$ cat config.mk
export PLATFORM = sky130hd
export DESIGN_NAME = alut_apb_seq28
export DESIGN_NICKNAME = d
export VERILOG_FILES = /design/src/rtl/alut_apb_seq28.sv
export SDC_FILE = /design/constraint.sdc
export NUM_CORES = 1
export LEC_CHECK = 0
export CORE_MARGIN = 1
export CORE_UTILIZATION = 53
export DETAILED_ROUTE_END_ITERATION = 10
export PLACE_DENSITY = 0.79
export SYNTH_ARGS = -nofsm -noshare
export SYNTH_HDL_FRONTEND = slang
export SYNTH_SLANG_ARGS = --single-unit
$ cat constraint.sdc
create_clock -name pclk28 -period 3 [get_ports pclk28]
set_clock_uncertainty 0.15 [all_clocks]
set_input_delay 0.45 -clock pclk28 [delete_from_list [all_inputs] [get_ports pclk28]]
set_output_delay 0.45 -clock pclk28 [all_outputs]
set_load 0.02 [all_outputs]
$ cat src/rtl/alut_apb_seq28.sv
// alut_apb_seq28: command FIFO feeding a zero-wait APB master for the
// ALUT veneer, with a single-entry valid/ready read-response slot.
module alut_apb_seq28 #(
    parameter int FIFO_DEPTH = 4,
    parameter int ADDR_W     = 7,
    parameter int DATA_W     = 32
) (
    input  logic              pclk28,
    input  logic              p_reset28,
    input  logic              cmd_valid,
    output logic              cmd_ready,
    input  logic              cmd_write,
    input  logic [ADDR_W-1:0] cmd_addr,
    input  logic [DATA_W-1:0] cmd_wdata,
    output logic              rsp_valid,
    input  logic              rsp_ready,
    output logic [DATA_W-1:0] rsp_rdata,
    output logic              psel,
    output logic              penable,
    output logic              pwrite,
    output logic [ADDR_W-1:0] paddr,
    output logic [DATA_W-1:0] pwdata,
    input  logic [DATA_W-1:0] prdata,
    output logic              busy
);

    localparam int PW = $clog2(FIFO_DEPTH);
    localparam int CW = PW + 1;
    localparam int EW = 1 + ADDR_W + DATA_W;

    typedef enum logic [1:0] {S_IDLE, S_SETUP, S_ACCESS} state_t;

    state_t            r_state;
    state_t            w_next;
    logic [EW-1:0]     r_mem [FIFO_DEPTH];
    logic [PW-1:0]     r_wptr;
    logic [PW-1:0]     r_rptr;
    logic [PW-1:0]     w_hidx;
    logic [CW-1:0]     r_count;
    logic              r_psel;
    logic              r_penable;
    logic              r_pwrite;
    logic [ADDR_W-1:0] r_paddr;
    logic [DATA_W-1:0] r_pwdata;
    logic              r_rsp_valid;
    logic [DATA_W-1:0] r_rsp_rdata;
    logic              w_push;
    logic              w_pop;
    logic              w_in_access;
    logic              w_cur_wr;
    logic [EW-1:0]     w_head;
    logic              w_head_wr;
    logic              w_head_vld;
    logic              w_elig;

    assign cmd_ready   = (r_count != CW'(FIFO_DEPTH));
    assign w_push      = cmd_valid & cmd_ready;
    assign w_in_access = (r_state == S_ACCESS);
    assign w_pop       = w_in_access;
    assign w_cur_wr    = r_mem[r_rptr][EW-1];

    // In ACCESS the current head pops on this edge, so look one entry ahead.
    assign w_hidx     = r_rptr + PW'(w_in_access);
    assign w_head     = r_mem[w_hidx];
    assign w_head_wr  = w_head[EW-1];
    assign w_head_vld = w_in_access ? (r_count > CW'(1)) : (r_count != '0);
    assign w_elig     = w_head_vld &
                        (w_head_wr | (~r_rsp_valid & ~(w_in_access & ~w_cur_wr)));

    always_ff @(posedge pclk28) begin
        if (w_push) begin
            r_mem[r_wptr] <= {cmd_write, cmd_addr, cmd_wdata};
        end
    end

    always_ff @(posedge pclk28 or posedge p_reset28) begin
        if (p_reset28) begin
            r_wptr  <= '0;
            r_rptr  <= '0;
            r_count <= '0;
        end else begin
            if (w_push) r_wptr <= r_wptr + PW'(1);
            if (w_pop)  r_rptr <= r_rptr + PW'(1);
            r_count <= r_count + CW'(w_push) - CW'(w_pop);
        end
    end

    always_ff @(posedge pclk28 or posedge p_reset28) begin
        if (p_reset28) r_state <= S_IDLE;
        else           r_state <= w_next;
    end

    always_comb begin
        w_next = r_state;
        case (r_state)
            S_IDLE:   if (w_elig) w_next = S_SETUP;
            S_SETUP:  w_next = S_ACCESS;
            S_ACCESS: w_next = w_elig ? S_SETUP : S_IDLE;
            default:  w_next = S_IDLE;
        endcase
    end

    always_ff @(posedge pclk28 or posedge p_reset28) begin
        if (p_reset28) begin
            r_psel    <= 1'b0;
            r_penable <= 1'b0;
            r_pwrite  <= 1'b0;
            r_paddr   <= '0;
            r_pwdata  <= '0;
        end else begin
            r_psel    <= (w_next != S_IDLE);
            r_penable <= (w_next == S_ACCESS);
            if (w_next == S_SETUP) begin
                r_pwrite <= w_head_wr;
                r_paddr  <= w_head[DATA_W +: ADDR_W];
                r_pwdata <= w_head_wr ? w_head[DATA_W-1:0] : '0;
            end
        end
    end

    always_ff @(posedge pclk28 or posedge p_reset28) begin
        if (p_reset28) begin
            r_rsp_valid <= 1'b0;
            r_rsp_rdata <= '0;
        end else if (w_pop && !w_cur_wr) begin
            r_rsp_valid <= 1'b1;
            r_rsp_rdata <= prdata;
        end else if (r_rsp_valid && rsp_ready) begin
            r_rsp_valid <= 1'b0;
        end
    end

    assign psel      = r_psel;
    assign penable   = r_penable;
    assign pwrite    = r_pwrite;
    assign paddr     = r_paddr;
    assign pwdata    = r_pwdata;
    assign rsp_valid = r_rsp_valid;
    assign rsp_rdata = r_rsp_rdata;
    assign busy      = (r_count != '0) || (r_state != S_IDLE) || r_rsp_valid;

endmodule

==> impl_metrics.tcl, run 1 <==
set metrics [dict create \
    initialDrtViolationCount 227 \
    final.period_utilization 0.863 \
    grt_pass1_vias 5403 \
    reg2reg_depth 7 \
    synth_cell_type_count 39 \
    via_per_inst 5.71 \
    drtAntennaViolNets 0 \
    timing.final.crit_period_ps 2590 \
    drt_first_pass_iters 4 \
    clk_pin_slew_ps 60 \
    fin_tns_setup_ps 0 \
    dieHeight_um 135 \
    status "finished, final reports clean" \
    relSlewSlack 0.557 \
    setup.worst_path.end "paddr[6]" \
    finalMaxSlewViolations 0 \
    ctsHoldBuffers 0 \
    drc 0 \
    power.density_nw_per_um2 1120 \
    cts_sinks 243 \
    grt_overflow_total 0 \
    synth_edf_count 160 \
    wl_met1_mm 7.78 \
    r2r_slack_ps 410 \
    yosys_warnings 0 \
    path_class "reg -> reg" \
    area_growth_pct 28.4 \
    netlist_area_um2 9320 \
    cts_tree "done" \
    start_kind "register" \
    cts_buffers 25 \
    cts_resized 0 \
    crit_required_ps 3240 \
    drt_wl_total_mm 18.9 \
    vias 5186 \
    cp-end-kind "register" \
    synth_top_area_share 0.516 \
    register_area_um2 6880 \
    routed.top_layer "met4" \
    cts_root_buf "clkbuf_16" \
    power.leakage_nw 4.37 \
    rsz0062_at_grt "false" \
    num_rows 48 \
    cts_buffer_depth 3 \
    grt_max_degree 41 \
    finalHoldViolCount 0 \
    worstPathMaxFanout 34 \
    max_freq_mhz 386 \
    synth_top_area_cell "edfxtp_1" \
    dieArea_um2 18100 \
    port_buffers 152 \
    power.total_mw 13.4 \
    worstReg2RegEnd "paddr[6]" \
    place_ws_ps 426 \
    crit_arrival_ps 2820 \
    cts_setup_buffers 0 \
    initial_core_util 0.540 \
    core_um2 17200 \
    ys.flop_type "edfxtp_1" \
    nNetsFinal 748 \
    synth.area.top_cells "edfxtp_1, dfrtp_1, mux4_2, mux2_2, a22o_1" \
    wl_met2_mm 9.62 \
    chipWidth_um 135 \
    cp-startpoint "r_rptr[0]" \
    boundaryPins 153 \
    multi_input_comb_area_um2 2270 \
    grtUsageTotal 0.215 \
    wl_per_cell_um 20.8 \
    tightest_slew_ps 665 \
    antenna_found_initial 0 \
    avgSynthCellArea_um2 18.9 \
    clock_latency_ps 520 \
    cts_max_level 1 \
    synthArstFlopShare 0.342 \
    antennaDiodeCount 0 \
    peakVddDrop_v 0.000699 \
    routed-wl-met3_mm 1.21 \
    synthCells 493 \
    dp_hpwl_mm 11.8 \
    syn_nets 577 \
    fin_ws_ps 412 \
    grt_pass1_wl_mm 29.2 \
    hp-class "in -> async" \
    regToRegStartpoint "r_rptr[0]" \
    seq_area_frac_synth 0.739 \
    layout-drive-gt1-share 0.202 \
    setup_viol 0 \
    cap_viol_max_count 0 \
    finalWeightedCongestion 0.787 \
    synth-seq-cells 243 \
    num-fill-cells 1045 \
]
[how the worst min path moves through the flow]
stage               endpoint  slack (ps)        from
2_1_floorplan        penable         380  r_state[0]
3_3_place_gp          pwrite         320      pwrite
3_5_place_dp          pwrite         330      pwrite
4_1_cts        rsp_rdata[20]         220   p_reset28
5_1_grt        rsp_rdata[10]         260   p_reset28
6_report       rsp_rdata[10]         200   p_reset28
[sequential cells by signal, indices dropped and copies added (netlist names)]
signal     flops
pwdata        32
pwrite         1
r_wptr         2
r_state        1
rsp_valid      1
psel           1
paddr          7
rsp_rdata     32
r_rptr         2
r_count        3
penable        1
r_mem        160
[report_power, final]
| part | total (mW) | internal [mW] | switching, mW |
|---|---|---|---|
| combinational | 5.57 | 2.76 | 2.82 |
| clock | 2.84 | 1.65 | 1.19 |
| sequential | 5.03 | 4.60 | 0.433 |
| total | 13.4 | 9.01 | 4.44 |
[metal layers]
layer / global-route usage / vias up
met5: 0 / -
met4: 0.0512 / 0
met3: 0.0383 / 27
met2: 0.382 / 209
met1: 0.275 / 2652
li1: - / 2298
[synthesized netlist by cell type, drive strengths merged (8+ instances only)]
master	n
nor2	12
dfrtp	83
edfxtp	160
nor3	8
a22o	32
buf	16
o31ai	8
mux2	48
clkbuf	12
inv	14
mux4	33
[cells in the final DEF (no fill, tap or decap), drive strengths merged, types with 2 or more instances in the layout]
| cell type | netlist | layout |
|---|---|---|
| clkdlybuf4s50 | 0 | 152 |
| nand3 | 3 | 3 |
| nor3 | 8 | 8 |
| nand3b | 7 | 7 |
| inv | 14 | 15 |
| o31a | 7 | 7 |
| xnor2 | 4 | 4 |
| and3 | 4 | 4 |
| o21ai | 2 | 2 |
| a22o | 32 | 32 |
| clkbuf | 12 | 36 |
| edfxtp | 160 | 160 |
| dfrtp | 83 | 83 |
| mux2 | 48 | 48 |
| buf | 16 | 20 |
| nand2 | 6 | 6 |
| o22ai | 2 | 2 |
| ha | 7 | 7 |
| mux4 | 33 | 33 |
| nor2 | 12 | 12 |
| o221ai | 7 | 7 |
| a21oi | 7 | 7 |
| o31ai | 8 | 8 |
| clkinv | 0 | 8 |
[critical path, stage by stage (launching register included)]
cell,delay (ps)
dfrtp_1,510
buf_4,260
mux2_2,350
nand3_1,80
nand3_1,140
o31ai_4,340
buf_12,260
mux2_2,370
[final cells by class]
class                      count  share of cell area
clock buffer                  36              0.0566
multi-input combinational    208               0.190
inverter                      14             0.00460
sequential                   243               0.575
tap                          225              0.0235
clock inverter                10             0.00607
timing repair buffer         172               0.144
[per-stage QoR]
stage	hold slack, ps	instance area (um^2)	utilization	instances
after floorplan	377	9320	-	493
after global placement	318	11200	0.650	862
after detailed placement	330	11200	0.650	862
after CTS	224	12000	0.694	908
after global routing	257	12000	0.694	908
final	203	12000	0.694	908
[cell families after synthesis]
kind of cell / share of synthesized area
adder cells (fa/ha/maj): 0.0116
buffers and inverters: 0.0192
multiplexers: 0.138
AND/OR/NAND/NOR: 0.0261
XOR/XNOR: 0.00578
AO/OA/AOI/OAI: 0.0608
flip-flops: 0.739
Note: power is estimated with default switching activity, not from simulation.
==> run 2: changes to the inputs <==
--- a/config.mk
+++ b/config.mk
@@ -5,8 +5,10 @@
 export SDC_FILE = /design/constraint.sdc
 export NUM_CORES = 1
 export LEC_CHECK = 0
+export CAP_MARGIN = 20
 export CORE_MARGIN = 1
 export CORE_UTILIZATION = 53
+export CTS_BUF_LIST = sky130_fd_sc_hd__clkbuf_16
 export DETAILED_ROUTE_END_ITERATION = 10
 export PLACE_DENSITY = 0.79
 export SYNTH_ARGS = -nofsm -noshare
==> run 2 against run 1 <==
Net effect: clock power shrank 2%; highest routed layer unchanged; routed wire length is essentially flat; cell count is the same; setup slack lost 0.60 ps; cell area is essentially flat; power shrank 0.42%; sequential share of layout area is essentially flat; largest power group unchanged; critical path type unchanged; die area is the same.
==> impl_metrics.tcl, run 2 (synthesis results as in run 1) <==
set metrics [dict create \
    grt_overflow_total 0 \
    reg2reg_depth 7 \
    layout-drive-gt1-share 0.201 \
    finalMaxSlewViolations 0 \
    fin_ws_ps 411 \
    grt_pass1_wl_mm 29.2 \
    multi_input_comb_area_um2 2270 \
    wl_met1_mm 7.65 \
    nNetsFinal 748 \
    power.leakage_nw 4.41 \
    design_area_um2 11900 \
    peakVddDrop_v 0.000699 \
    slowest_delay_ps 510 \
    hp-class "in -> async" \
    cts_tree "done" \
    cap_viol_max_count 0 \
    clk_pin_slew_ps 60 \
    status "finished, final reports clean" \
    post_dp_cell_area_um2 11200 \
    register_area_um2 6880 \
    num_rows 48 \
    largest_reg_flops 160 \
    relSlewSlack 0.558 \
    worstPathMaxFanout 34 \
    dp_hpwl_mm 11.8 \
    clock_latency_ps 520 \
    hold_slack_ps 204 \
    ctsHoldBuffers 0 \
    wl_per_cell_um 20.8 \
    slowest_stage "dfrtp_1" \
    grt_max_degree 41 \
    cts_setup_buffers 0 \
    grtUsageTotal 0.215 \
    antenna_found_initial 0 \
    routed.top_layer "met4" \
    critical_path_depth 7 \
    cp_cell_sequence "buf_4, mux2_2, nand3_1, nand3_1, o31ai_4, buf_12, mux2_2" \
    crit_required_ps 3240 \
    tightest_slew_ps 664 \
    place_ws_ps 426 \
    chipWidth_um 135 \
    timing.final.crit_period_ps 2590 \
    cts_buffer_depth 3 \
    cts_sinks 243 \
    grt_pass1_vias 5403 \
    cts_max_level 1 \
    power.density_nw_per_um2 1120 \
    finalHoldViolCount 0 \
    via_per_inst 5.73 \
    max_freq_mhz 386 \
    path_delay_family "multiplexers" \
    rsz0062_at_grt "false" \
    initial_core_util 0.540 \
    vias 5203 \
    setup.worst_path.end "paddr[6]" \
    cp-startpoint "r_rptr[0]" \
    worstReg2RegEnd "paddr[6]" \
    wl_met2_mm 9.69 \
    core_um2 17200 \
    drtAntennaViolNets 0 \
    boundaryPins 153 \
    port_buffers 152 \
    r2r_slack_ps 410 \
    final_cell_mix "edfxtp_1, clkdlybuf4s50_1, dfrtp_1" \
    routed-wl-met3_mm 1.27 \
    final.period_utilization 0.863 \
    dieHeight_um 135 \
    cp-end-kind "register" \
    initialDrtViolationCount 217 \
    layout_commonest_cell "edfxtp_1" \
    largest-register "r_mem" \
    num-fill-cells 1046 \
    regToRegStartpoint "r_rptr[0]" \
    crit_arrival_ps 2830 \
    drc 0 \
    drt_first_pass_iters 4 \
    antennaDiodeCount 0 \
    fin_tns_setup_ps 0 \
    finalWeightedCongestion 0.787 \
    start_kind "register" \
    critical_path_buf_inv_count 2 \
    cts_buffers 25 \
    setup_viol 0 \
    dieArea_um2 18100 \
    cts_resized 0 \
    path_class "reg -> reg" \
    fin_cells 908 \
    dpl.cell_count 862 \
    cts_root_buf "clkbuf_16" \
    drt_wl_total_mm 18.9 \
    area_growth_pct 28.3 \
]
==> run 2: cell type report <==
type                            count  area share
Clock inverter                     21     0.00953
Timing Repair Buffer              172       0.144
Tap cell                          225      0.0236
Inverter                           14     0.00461
Sequential cell                   243       0.576
Multi-Input combinational cell    208       0.190
Clock buffer                       25      0.0524
==> run 2: report_power, final <==
group	leakage [nW]	switching, mW	internal, mW
Combinational	1.51	2.82	2.76
Sequential	2.49	0.434	4.60
Clock	0.401	1.19	1.59
==> run 2: worst min path at each step <==
stage / startpoint / to / slack (ps) / cells after the start
CTS: p_reset28 / rsp_rdata[20] / 220 / 2
global route: p_reset28 / rsp_rdata[10] / 260 / 2
global placement: pwrite / pwrite / 320 / 1
finish: p_reset28 / rsp_rdata[10] / 200 / 2
floorplan: r_state[0] / penable / 380 / 2
detailed placement: pwrite / pwrite / 330 / 1
==> run 2: metrics by stage <==
| step | power (mW) | utilization |
|---|---|---|
| after detailed placement | 10.7 | 0.650 |
| final | 13.4 | 0.693 |
| after global routing | 14.1 | 0.693 |
| after CTS | 13.5 | 0.693 |
| after floorplan | 8.63 | - |
| after global placement | 10.5 | 0.650 |
==> run 2: metal layers <==
metal | track usage | up-vias
li1 | - | 2298
met1 | 0.275 | 2650
met2 | 0.382 | 230
met3 | 0.0383 | 25
met4 | 0.0512 | 0
met5 | 0 | -
==> edit (settings of run 1) <==
Make the reset (`p_reset28`) synchronous in 4 clocked blocks.
--- a/src/rtl/alut_apb_seq28.sv
+++ b/src/rtl/alut_apb_seq28.sv
@@ -75,3 +75,3 @@
 
-    always_ff @(posedge pclk28 or posedge p_reset28) begin
+    always_ff @(posedge pclk28) begin
         if (p_reset28) begin
@@ -87,3 +87,3 @@
 
-    always_ff @(posedge pclk28 or posedge p_reset28) begin
+    always_ff @(posedge pclk28) begin
         if (p_reset28) r_state <= S_IDLE;
@@ -102,3 +102,3 @@
 
-    always_ff @(posedge pclk28 or posedge p_reset28) begin
+    always_ff @(posedge pclk28) begin
         if (p_reset28) begin
@@ -120,3 +120,3 @@
 
-    always_ff @(posedge pclk28 or posedge p_reset28) begin
+    always_ff @(posedge pclk28) begin
         if (p_reset28) begin
Check against the original RTL: differs if p_reset28 is asserted again (counterexample within 4 cycles, from zero or initial values and one cycle with p_reset28 high); with p_reset28 held inactive, the same outputs for 4 cycles.
==> edit against run 1 <==
  * Combinational power is 37% lower
  * Final area is 10% higher
  * Area after synthesis is 14% higher
  * Worst setup slack better by 59 ps
  * Highest routed layer is now met5
  * Largest cell class unchanged
  * Global-route usage is 2.3 points higher
  * Sequential power is 13% lower
  * Routed wire length is 28% higher
  * Via count is 43% higher
  * Total power is 19% lower
  * Sequential cell count is 2 higher
  * Critical endpoint is now pwdata[27]
  * Synthesized cell count is 62% higher
==> edit: results (changes against run 1) <==
outcome finished, final reports clean; wire length on met1 9550 um (+23%); final WL 24300 um (+28%); placed cell count 1156 (+34%); gpl congestion 0.730 (-7.1%); Post-layout nets 1003 (+34%); Tcrit/Tclk final 84.3% (-2.0 points); DR iter-0 viols 453 (+100%); hpwl dp 14400 um (+21%); worst min path class input port to flop; Largest delay share family, worst path buffers and inverters; top cells by instance count after synthesis edfxtp_1 (160), dfxtp_1 (85), o221ai_1 (78); R2R Path Start r_state[0]; pre-CTS setup slack 522 ps (+96.6 ps); vias in the first global route 7268 (+35%); P_leak 4.32 nW (-1.1%); relative slew slack 44.8% (-11 points); met3 WL 1820 um (+51%); CP arrival 2760 ps (-60 ps); overall global routing resource usage 23.7% (+2.3 points); Synthesized Nets 882 (+53%); largest net degree at the start of global routing 80 (+95%); drt first pass iters 5 (+1); Hold Slack 238 ps (+34.4 ps); library cells used by synthesis 38 (-2.6%); met2 wire length 12300 um (+28%); Top Layer Used met5; Synth area leaders edfxtp_1 (45%), dfxtp_1 (16%), o221ai_1 (6.5%); post-synthesis async set-or-reset flop share 0% (-34 points); CP Max Fanout 45 (+32%); drt wl/cell 20.2 um (-3.1%); initial antenna violation count 1 (+1); TritonCTS Buffers 26 (+4.0%); routed vias 7414 (+43%); share of layout cells above drive strength 1 16.5% (-3.7 points); global routing usage on met2 43.1% (+4.9 points); GR met3 Demand/Resource 4.70% (+0.87 points); Post-Place Cell Area 12400 um^2 (+10%); R2R setup slack 470 ps (+60 ps)
==> edit: power by group <==
part,switching [W],total [W],internal [W]
Sequential,0.000275,0.00440,0.00412
Clock,0.00128,0.00302,0.00174
Combinational,0.00195,0.00350,0.00155
Total,0.00350,0.0109,0.00742
==> edit: cell families (layout without fill, tap and decap cells) <==
logic type / after synthesis / after routing / synth area share (%)
muxes: 51 / 51 / 5.69
and+or+nand+nor: 173 / 173 / 8.32
adders and majority gates: 8 / 8 / 1.02
xor gates and xnor gates: 4 / 4 / 0.331
buffers and inverters: 88 / 229 / 3.61
DFF: 245 / 245 / 61.5
AOI/OAI and AO/OA: 229 / 229 / 19.5
==> edit: final cells by class <==
cell class	instances	area, um^2
tap	265	332
clock inverter	19	126
multi-input combinational	465	3710
sequential	245	6510
timing repair buffer	173	1790
clock buffer	29	693
inverter	8	30.0
fill	1400	6330
